--- config.mk ---
export PLATFORM = sky130hd
export DESIGN_NAME = conv_bit_feeder
export DESIGN_NICKNAME = d
export VERILOG_FILES = /design/src/rtl/conv_pkg.sv /design/src/rtl/conv_slice_mux.sv /design/src/rtl/conv_bit_feeder.sv
export SDC_FILE = /design/constraint.sdc
export NUM_CORES = 1
export LEC_CHECK = 0
export CORE_AREA = 5 5 246 188
export CTS_CLUSTER_DIAMETER = 30
export DETAILED_ROUTE_END_ITERATION = 10
export DIE_AREA = 0 0 251 193
export PLACE_DENSITY = 0.75
export SYNTH_ARGS = -nofsm -noshare
export SYNTH_HDL_FRONTEND = slang
export SYNTH_HIERARCHICAL = 1
export SYNTH_SLANG_ARGS = --single-unit
--- constraint.sdc ---
create_clock -name i_clk -period 2.5 [get_ports i_clk]
set_clock_uncertainty 0.1 [all_clocks]
set_input_delay 0.5 -clock i_clk [delete_from_list [all_inputs] [get_ports i_clk]]
set_output_delay 0.5 -clock i_clk [all_outputs]
set_load 0.01 [all_outputs]
--- src/rtl/conv_pkg.sv ---
// Shared types and defaults for the bit-serial convolution front end.
// Used by the operand feeder and its slice multiplexers.
package conv_pkg;

    localparam int DATA_WIDTH  = 8;
    localparam int KERNEL_SIZE = 25;

    typedef enum logic [1:0] {
        IDLE    = 2'd0,
        ARM     = 2'd1,
        PRESENT = 2'd2,
        DONE    = 2'd3
    } feeder_state_t;

    typedef enum logic {
        SEL_X = 1'b0,
        SEL_K = 1'b1
    } load_sel_t;

endpackage

--- src/rtl/conv_slice_mux.sv ---
// Picks one bit position out of every tap of an operand store.
// Purely combinational; one instance per operand array.
module conv_slice_mux #(
    parameter int DATA_WIDTH  = 8,
    parameter int KERNEL_SIZE = 25,
    parameter int BW          = 3
) (
    input  logic [KERNEL_SIZE-1:0][DATA_WIDTH-1:0] i_store,
    input  logic [BW-1:0]                          i_bit,
    output logic [KERNEL_SIZE-1:0]                 o_slice
);

    always_comb begin
        o_slice = '0;
        for (int t = 0; t < KERNEL_SIZE; t++) begin
            o_slice[t] = i_store[t][i_bit];
        end
    end

endmodule

--- src/rtl/conv_bit_feeder.sv ---
// Holds one X/K window and streams it as bit-slices over a
// valid/ready handshake, followed by zero pad slices.
module conv_bit_feeder #(
    parameter int DATA_WIDTH  = conv_pkg::DATA_WIDTH,
    parameter int KERNEL_SIZE = conv_pkg::KERNEL_SIZE,
    parameter int PAD_SLICES  = 5,
    parameter int MSB_FIRST   = 0
) (
    input  logic                   i_clk,
    input  logic                   i_arstn,
    input  logic                   i_load_valid,
    input  logic                   i_load_sel,
    input  logic [4:0]             i_load_idx,
    input  logic [DATA_WIDTH-1:0]  i_load_data,
    output logic                   o_load_ready,
    input  logic                   i_start,
    output logic                   o_busy,
    output logic                   o_done,
    output logic                   o_valid,
    output logic [KERNEL_SIZE-1:0] o_bit_X,
    output logic [KERNEL_SIZE-1:0] o_bit_K,
    input  logic                   i_ready
);

    import conv_pkg::*;

    localparam int N_SLICES = DATA_WIDTH + PAD_SLICES;
    localparam int SW = (N_SLICES > 1) ? $clog2(N_SLICES) : 1;
    localparam int BW = (DATA_WIDTH > 1) ? $clog2(DATA_WIDTH) : 1;

    typedef logic [KERNEL_SIZE-1:0][DATA_WIDTH-1:0] store_t;

    feeder_state_t          state_q, state_d;
    logic [SW-1:0]          slice_q, slice_d;
    store_t                 x_q, x_d;
    store_t                 k_q, k_d;
    logic [KERNEL_SIZE-1:0] bit_x_q, bit_x_d;
    logic [KERNEL_SIZE-1:0] bit_k_q, bit_k_d;

    logic [BW-1:0]          bit_idx;
    logic                   in_data;
    logic                   wr_en;
    logic [KERNEL_SIZE-1:0] mux_x;
    logic [KERNEL_SIZE-1:0] mux_k;

    conv_slice_mux #(
        .DATA_WIDTH  (DATA_WIDTH),
        .KERNEL_SIZE (KERNEL_SIZE),
        .BW          (BW)
    ) u_mux_x (
        .i_store (x_q),
        .i_bit   (bit_idx),
        .o_slice (mux_x)
    );

    conv_slice_mux #(
        .DATA_WIDTH  (DATA_WIDTH),
        .KERNEL_SIZE (KERNEL_SIZE),
        .BW          (BW)
    ) u_mux_k (
        .i_store (k_q),
        .i_bit   (bit_idx),
        .o_slice (mux_k)
    );

    // Slices past the data bits are pad; the index may wrap there.
    always_comb begin
        in_data = int'(slice_q) < DATA_WIDTH;
        if (MSB_FIRST != 0) begin
            bit_idx = BW'(DATA_WIDTH - 1 - int'(slice_q));
        end else begin
            bit_idx = BW'(slice_q);
        end
    end

    assign wr_en = i_load_valid && (state_q == IDLE) &&
                   (int'(i_load_idx) < KERNEL_SIZE);

    always_comb begin
        x_d = x_q;
        k_d = k_q;
        for (int t = 0; t < KERNEL_SIZE; t++) begin
            if (wr_en && (i_load_idx == 5'(t))) begin
                if (load_sel_t'(i_load_sel) == SEL_K) begin
                    k_d[t] = i_load_data;
                end else begin
                    x_d[t] = i_load_data;
                end
            end
        end
    end

    always_comb begin
        state_d = state_q;
        slice_d = slice_q;
        bit_x_d = bit_x_q;
        bit_k_d = bit_k_q;
        unique case (state_q)
            IDLE: begin
                if (i_start) begin
                    state_d = ARM;
                    slice_d = '0;
                end
            end
            ARM: begin
                if (i_ready) begin
                    state_d = PRESENT;
                    bit_x_d = in_data ? mux_x : '0;
                    bit_k_d = in_data ? mux_k : '0;
                end
            end
            PRESENT: begin
                // Ready falling means the core has taken this slice.
                if (!i_ready) begin
                    if (slice_q == SW'(N_SLICES - 1)) begin
                        state_d = DONE;
                    end else begin
                        state_d = ARM;
                        slice_d = slice_q + SW'(1);
                    end
                end
            end
            DONE: begin
                state_d = IDLE;
            end
            default: begin
                state_d = IDLE;
            end
        endcase
    end

    always_ff @(posedge i_clk or negedge i_arstn) begin
        if (!i_arstn) begin
            state_q <= IDLE;
            slice_q <= '0;
            x_q     <= '0;
            k_q     <= '0;
            bit_x_q <= '0;
            bit_k_q <= '0;
        end else begin
            state_q <= state_d;
            slice_q <= slice_d;
            x_q     <= x_d;
            k_q     <= k_d;
            bit_x_q <= bit_x_d;
            bit_k_q <= bit_k_d;
        end
    end

    assign o_load_ready = (state_q == IDLE);
    assign o_busy       = (state_q != IDLE);
    assign o_done       = (state_q == DONE);
    assign o_valid      = (state_q == PRESENT);
    assign o_bit_X      = bit_x_q;
    assign o_bit_K      = bit_k_q;

endmodule

After elaboration in Yosys (flattened, before gate mapping)

Cells that the tools add are included.

Magnitude comparators: 3
$add $sub $neg: 1
Mux-type cells: 111
Reduce and logical (&&, ||, !) cells: 84
Bitwise logic cells: 1
Eq/ne operators: 32

Operator list:

| kind                                                 | number |
|---|---|
| binary-select mux 1 bit (select 3 bit)               | 50 |
| AND reduction 2 bit                                  | 51 |
| two-way mux 1 bit                                    | 50 |
| two-way mux 25 bit                                   | 2 |
| equality test 5 bit (second input constant)          | 9 |
| equality test 5 x 4 -> 1 bit (second input constant) | 8 |
| logical AND 1 bit                                    | 27 |
| equality test 5 x 3 -> 1 bit (second input constant) | 4 |
| two-way mux 4 bit                                    | 3 |
| equality test 5 x 2 -> 1 bit (second input constant) | 2 |
| two-way mux 2 bit                                    | 4 |
| one-hot mux 2 bit (4 select lines)                   | 1 |
| one-hot mux 4 bit (2 select lines)                   | 1 |
| != test 2 bit (second input constant)                | 3 |
| equality test 5 x 1 -> 1 bit (second input constant) | 1 |
| logical NOT 5 bit                                    | 1 |
| < comparator 5 bit (second input constant)           | 1 |
| adder 4 x 1 -> 4 bit (second input constant)         | 1 |
| equality test 2 bit (second input constant)          | 2 |
| equality test 4 bit (second input constant)          | 1 |
| < comparator 3 x 4 -> 1 bit (second input constant)  | 1 |
| < comparator 4 bit (second input constant)           | 1 |
| AND reduction 4 bit                                  | 1 |
| nonzero test 2 bit                                   | 2 |
| other kinds (5)                                      | 5 |

Register bits after elaboration: 456
Logic and storage cells: 286
Output and inout bits: 54
Bits of input ports: 19

Longest topological paths before layout

Gate-level depths: netlist (run 1).

Depth in word-level cells: 5
Gate-level depth with buffers: 6
Gate-level depth less buffers: 5

By module

The synthesis (run 1) kept the hierarchy.

Modules (own cells, without submodules):

| module          | seq. area each (um2) | instances | cells an instance | area each (um2) |
|---|---|---|---|---|
| conv_bit_feeder | 11410.9              | 1         | 1203              | 18114.9 |
| conv_slice_mux  | 0.0                  | 2         | 90                | 1696.6 |

Worst setup path before layout (run 1)

OpenSTA, ideal clock, no wires.

Path kind: input port to flip-flop
Start point: input port i_load_valid
End point: register k_q[192] (netlist name)
Path slack: 354 ps
Required time: 2275 ps
Stages on the path: 5
Path buffers: 2
Data arrival time: 1921 ps
Library setup time: 125 ps
Cell sequence: or3b_1 buf_6 or4_4 buf_6 mux2_4

Cells in the longest elaborated chain, start to end: 4

RTL lines:

| item                            | line                   | RTL |
|---|---|---|
| start: declaration              | conv_bit_feeder.sv:11  | `input logic i_load_valid,` |
| logical AND 1 bit (2 in series) | conv_bit_feeder.sv:76  | `assign wr_en = i_load_valid && (state_q == IDLE) &&` |
| logical AND 1 bit               | conv_bit_feeder.sv:83  | `if (wr_en && (i_load_idx == 5'(t))) begin` |
| AND reduction 2 bit (no line)   | --                     |  |
| end signal: assignment          | conv_bit_feeder.sv:144 | `k_q <= k_d;` |
| end: declaration                | conv_bit_feeder.sv:36  | `store_t k_q, k_d;` |

Every way passes these cells.
A chain may end at the register's enable or synchronous reset.

Final worst setup path (run 1)

Start point: register state_q[0]
End point: output port o_done

Cells in the longest elaborated chain, start to end: 1

RTL lines:

| item                     | line                   | RTL |
|---|---|---|
| start: declaration       | conv_bit_feeder.sv:33  | `feeder_state_t state_q, state_d;` |
| start signal: assignment | conv_bit_feeder.sv:141 | `state_q <= state_d;` |
| equality test 2 bit      | conv_bit_feeder.sv:152 | `assign o_done = (state_q == DONE);` |
| end: declaration         | conv_bit_feeder.sv:18  | `output logic o_done,` |

Every way passes these cells.

==> results of run 1 <==
## state kept, by name, indices dropped and copies added, names as in the netlist
signal / count
state_q: 2
slice_q: 4
o_bit_X: 25
x_q: 200
o_bit_K: 25
k_q: 200
## logic make-up after synthesis
group	Yosys count	synth area share (%)
multiplexers	552	36.0
buffers and inverters	119	3.62
AO/OA/AOI/OAI	61	1.52
AND/OR/NAND/NOR	193	5.67
adder cells (fa/ha/maj)	2	0.116
flip-flops	456	53.1
## report_power, final
group          total (mW)  switching [mW]  internal [mW]  leakage, nW
registers            9.51           0.732           8.78         6.23
clock network        11.5            3.96           7.52         1.42
logic                5.21            2.33           2.88         5.09
total                26.2            7.02           19.2         12.7
## metal layers
layer / vias up / global-route usage [%] / share of wire [%]
met1: 6738 / 28.5 / 45
li1: 5583 / - / -
met5: - / 0 / 0
met3: 75 / 4.93 / 5.0
met2: 307 / 33.9 / 48
met4: 0 / 5.90 / 1.9
## tightest hold or removal path: cells and delay by family (launching register included)
family,cells,cell delay [ns]
AOI/OAI and AO/OA,1,0.06
and+or+nand+nor,1,0.04
DFF,1,0.34
## worst max-delay path by stage
stage	slack [ns]	startpoint	to
after floorplan	0.35	i_load_valid	k_q[192]$_DFFE_PN0P_
after global placement	-0.16	i_load_idx[1]	x_q[68]$_DFFE_PN0P_
after detailed placement	-0.16	i_load_valid	k_q[185]$_DFFE_PN0P_
after CTS	0.07	state_q[0]$_DFFE_PN0P_	o_done
after global routing	0.02	state_q[1]$_DFFE_PN0P_	o_done
final	0.10	state_q[0]$_DFFE_PN0P_	o_done
## through the flow
step / setup slack [ns] / utilization [%] / power (mW)
after floorplan: 0.354 / - / 12.7
after global placement: -0.163 / 53.5 / 14.6
after detailed placement: -0.162 / 53.5 / 14.8
after CTS: 0.0744 / 60.2 / 26.5
after global routing: 0.0246 / 60.2 / 27.3
final: 0.103 / 60.2 / 26.2
## area by class of cell
| class | count | area, sq um | area share [%] |
|---|---|---|---|
| sequential | 456 | 11400 | 43.2 |
| multi-input combinational | 808 | 9320 | 35.3 |
| clock buffer | 119 | 2440 | 9.25 |
| timing repair buffer | 198 | 1970 | 7.45 |
| tap | 586 | 733 | 2.78 |
| clock inverter | 44 | 492 | 1.86 |
| inverter | 7 | 26.3 | 0.0995 |
## synthesized netlist by cell type, types with 2 or more instances
cell	number
dfrtp_1	456
mux2_2	442
mux4_1	100
clkbuf_1	63
nand2b_1	54
nand2_1	53
o21ai_0	53
nand3_1	28
buf_1	14
buf_6	14
buf_2	10
mux2_4	8
nand4_1	8
inv_1	7
nor3b_2	7
bufbuf_16	6
nor2b_1	5
nor4b_2	4
and2_1	3
and4bb_2	3
clkbuf_8	3
nor2_1	3
a211oi_1	2
a2bb2oi_1	2
and3_1	2
and4_1	2
and4bb_1	2
ha_1	2
nand3b_1	2
nor3_2	2
nor4b_1	2
or2_2	2
## what timing repair did
action,CTS,global route
endpoints found under the setup margin,3,0
hold endpoints to repair,49,0
resized for setup,3,0
hold buffers,1,0
==> impl_metrics.tcl, run 1 <==
set metrics [dict create \
    synth_nets 1404 \
    hold_path_class "flop to flop" \
    arrival_ns 1.80 \
    drc_errors 0 \
    ios 73 \
    drv_cap 0 \
    start_util_pct 49.1 \
    drive_above_1_share_pct 46.1 \
    crit_type "flop to output pin" \
    slew_viol_final 0 \
    relSlewSlack_pct 47.8 \
    firstDrtPassIters 5 \
    critPathBufInv 2 \
    vias 12703 \
    final_cell_mix "dfrtp_1, mux2_2, mux4_1, buf_4, clkbuf_16" \
    r2r_end "o_bit_K[6]$_DFFE_PN0P_" \
    cts_root_buffer "clkbuf_16" \
    ys.warnings.count 6 \
    cp-start-kind "flop" \
    clk_pin_slew_worst_paths_ns 0.05 \
    grt_max_degree 67 \
    required_ns 1.90 \
    synth_area_sq_um 21500 \
    synth_top_area_cell "dfrtp_1" \
    nNetsFinal 1580 \
    rows 67 \
    synth_top_cell_area_share_pct 53.1 \
    first_global_vias 13768 \
    clockBufferDepth 3 \
    endpoint_kind "output pin" \
    hold_end "o_bit_X[21]$_DFFE_PN0P_" \
    postPlaceCellArea_sq_um 23500 \
    path_depth 3 \
    setup_tns_ns 0 \
    p_per_area_nw_per_um2 992 \
    cts_tree "done" \
    rsz0062_at_grt "no" \
    fin_crit_sh_pct 95.9 \
    synthTopCellsByArea "dfrtp_1, mux2_2, mux4_1" \
    seq_area_frac_synth_pct 53.1 \
    overflow 0 \
    p_leak_nw 12.7 \
    hold_viol 0 \
    post-cts-setup-buffer-count 0 \
    crit_path_cell_trace "buf_4, and2_1, clkdlybuf4s50_1" \
    synth_edf_count 0 \
    cts_max_level 3 \
    grt_usage_pct 20.8 \
    antenna_left 0 \
    cpPeakStageDelay_ns 0.53 \
    slowest_stage "clkdlybuf4s50_1" \
    final_common_cell "dfrtp_1" \
    numCtsBuffers 88 \
    antenna_found_initial 0 \
    dp_cells 2054 \
    syn_inst 1383 \
    worst_hold_startpoint "o_bit_X[21]$_DFFE_PN0P_" \
    via_per_inst 5.73 \
    avgRoutedWirePerCell_um 22.4 \
    synth-main-ff-cell "dfrtp_1" \
    synth-seq-cells 456 \
    dp_hpwl_um 28300 \
    grt_pass1_wl_um 79000 \
    min_path_cells 2 \
    synth_cell_type_count 51 \
    port_buffers 72 \
    critical_path.top_delay_family "buffers and inverters" \
    synth_area_per_cell_sq_um 15.6 \
    gp_congestion 0.760 \
    finalInstanceArea_sq_um 26400 \
    chipHeight_um 193 \
    reg2regPathDepth 5 \
    rr_startpoint "slice_q[0]$_DFFE_PN0P_" \
    dieWidth_um 251 \
    fillers 3159 \
    clk_latency_ns 0.62 \
    tightest_slew_ns 0.782 \
    core_sq_um 43800 \
    cp_max_fo 13 \
    instances_no_fill 2218 \
    peakVddDrop_mv 0.543 \
    routed_wirelength_um 49600 \
    area_delta_synth_final_pct 22.8 \
    fmax_mhz 417 \
    hold_ws_ns 0.375 \
    cts_sinks 456 \
    min_period_ns 2.40 \
    reg2reg_slack_ns 0.21 \
    drt_iter0_drc 641 \
    die_area_sq_um 48400 \
    setup_viol 0 \
    outcome "complete, no violations" \
    postSynth.asyncResetShare_pct 100 \
    diodes 0 \
]
Note: power is estimated with default switching activity, not from simulation.
==> run 2, diff against run 1 <==
--- a/config.mk
+++ b/config.mk
@@ -5,11 +5,13 @@
 export SDC_FILE = /design/constraint.sdc
 export NUM_CORES = 1
 export LEC_CHECK = 0
-export CORE_AREA = 5 5 246 188
+export CORE_AREA = 2 2 243 185
 export CTS_CLUSTER_DIAMETER = 30
+export CTS_CLUSTER_SIZE = 25
 export DETAILED_ROUTE_END_ITERATION = 10
-export DIE_AREA = 0 0 251 193
+export DIE_AREA = 0 0 245 187
 export PLACE_DENSITY = 0.75
+export SLEW_MARGIN = 20
 export SYNTH_ARGS = -nofsm -noshare
 export SYNTH_HDL_FRONTEND = slang
 export SYNTH_HIERARCHICAL = 1
==> run 2 against run 1 <==
  * Combinational power about the same
  * Non-clock buffer count down 7
  * Utilization down 0.27 points
  * Die area down 5.4%
  * Via count down 0.52%
==> impl_metrics.tcl, run 2 (synthesized netlist as in run 1, its figures left out) <==
set metrics [dict create \
    reg2reg_slack_ns 0.23 \
    endpoint_kind "output pin" \
    grt_pass1_wl_um 79100 \
    drive_above_1_share_pct 46.2 \
    p_per_area_nw_per_um2 997 \
    setup_viol 0 \
    rows 67 \
    crit_path_cell_trace "buf_4, and2_1, clkdlybuf4s50_1" \
    dieWidth_um 245 \
    reg2regPathDepth 6 \
    chipHeight_um 187 \
    rr_startpoint "slice_q[0]$_DFFE_PN0P_" \
    cts_tree "done" \
    fmax_mhz 419 \
    overflow 0 \
    dp_hpwl_um 28100 \
    hold_end "o_bit_K[24]$_DFFE_PN0P_" \
    via_per_inst 5.76 \
    ios 73 \
    start_util_pct 49.1 \
    slowest_stage "clkdlybuf4s50_1" \
    firstDrtPassIters 5 \
    hold_ws_ns 0.375 \
    min_period_ns 2.39 \
    area_delta_synth_final_pct 22.2 \
    largest_registers "k_q (200), x_q (200)" \
    cp-start-kind "flop" \
    clk_pin_slew_worst_paths_ns 0.05 \
    slew_viol_final 0 \
    antenna_left 0 \
    hold_path_class "flop to flop" \
    peakVddDrop_mv 0.744 \
    cp_max_fo 13 \
    core_sq_um 43800 \
    tightest_slew_ns 0.750 \
    grt_max_degree 67 \
    hold_viol 0 \
    outcome "complete, no violations" \
    fillers 3190 \
    crit_type "flop to output pin" \
    drv_cap 0 \
    vias 12637 \
    drc_errors 0 \
    cpPeakStageDelay_ns 0.53 \
    nNetsFinal 1565 \
    clk_latency_ns 0.59 \
    cts_max_level 3 \
    rsz0062_at_grt "no" \
    diodes 0 \
    first_global_vias 13843 \
    die_area_sq_um 45800 \
    required_ns 1.90 \
    antenna_found_initial 0 \
    clockBufferDepth 3 \
    pre_cts_ws_ns -0.200 \
    cts_sinks 456 \
    seq_area_sq_um 11400 \
    final_common_cell "dfrtp_1" \
    routed_wirelength_um 49400 \
    arrival_ns 1.79 \
    final_cell_mix "dfrtp_1, mux2_2, mux4_1, buf_4, clkbuf_16" \
    r2r_end "o_bit_K[4]$_DFFE_PN0P_" \
    drt_iter0_drc 743 \
    avgRoutedWirePerCell_um 22.5 \
    p_leak_nw 12.7 \
    setup_tns_ns 0 \
    cts_root_buffer "clkbuf_16" \
    finalInstanceArea_sq_um 26300 \
    min_path_cells 2 \
    grt_usage_pct 22.4 \
    postPlaceCellArea_sq_um 23400 \
    multi_input_area_sq_um 9320 \
    post-cts-setup-buffer-count 0 \
    worst_slack_ns 0.112 \
    numCtsBuffers 80 \
    relSlewSlack_pct 50.0 \
    port_buffers 72 \
    gp_congestion 0.754 \
    fin_crit_sh_pct 95.5 \
    worst_hold_startpoint "o_bit_K[24]$_DFFE_PN0P_" \
]
run 2: layer usage:
metal  part of all wire (%)  up-vias  global-route usage [%]  routed length, um
li1                       -     5546                       -                  -
met1                     47     6766                    31.5              23000
met2                     48      255                    35.9              23800
met3                    3.5       70                    3.95               1720
met4                    1.7        0                    6.36                833
met5                      0        -                       0                  0
run 2: layout make-up:
cell class / count / share of cell area [%]
timing repair buffer: 191 / 7.29
tap: 586 / 2.79
inverter: 7 / 0.100
sequential: 456 / 43.4
clock buffer: 98 / 8.42
multi-input combinational: 808 / 35.5
clock inverter: 47 / 2.50
run 2: worst max-delay path: cells and delay by family (launching register included):
kind / cells / cell delay (ns)
buffers and inverters: 2 / 0.72
flip-flops: 1 / 0.35
AND/OR/NAND/NOR: 1 / 0.14
run 2: repair_timing:
action	in CTS	in global routing
setup endpoints to repair	3	0
endpoints found under the hold margin	54	0
hold buffers	1	0
resized for setup	3	0
run 2: how the worst max path moves through the flow:
stage / from / to / slack, ns / depth (start not counted)
4_1_cts: state_q[0]$_DFFE_PN0P_ / o_done / 0.09 / 3
3_3_place_gp: i_load_valid / k_q[197]$_DFFE_PN0P_ / -0.16 / 4
3_5_place_dp: i_load_valid / k_q[194]$_DFFE_PN0P_ / -0.20 / 4
2_1_floorplan: i_load_valid / k_q[192]$_DFFE_PN0P_ / 0.35 / 5
6_report: state_q[0]$_DFFE_PN0P_ / o_done / 0.11 / 3
5_1_grt: state_q[0]$_DFFE_PN0P_ / o_done / 0.03 / 3
run 2: report_power, final:
group,switching (mW),internal [mW]
logic,2.33,2.90
clock network,3.77,7.67
registers,0.768,8.77
total,6.87,19.4
run 2: through the flow:
stage               util, %  instances  total power, mW
floorplan                 -       1383             12.7
global placement       53.4       2047             14.6
detailed placement     53.4       2047             14.9
CTS                    60.0       2193             26.4
global route           60.0       2193             27.3
finish                 60.0       2193             26.2
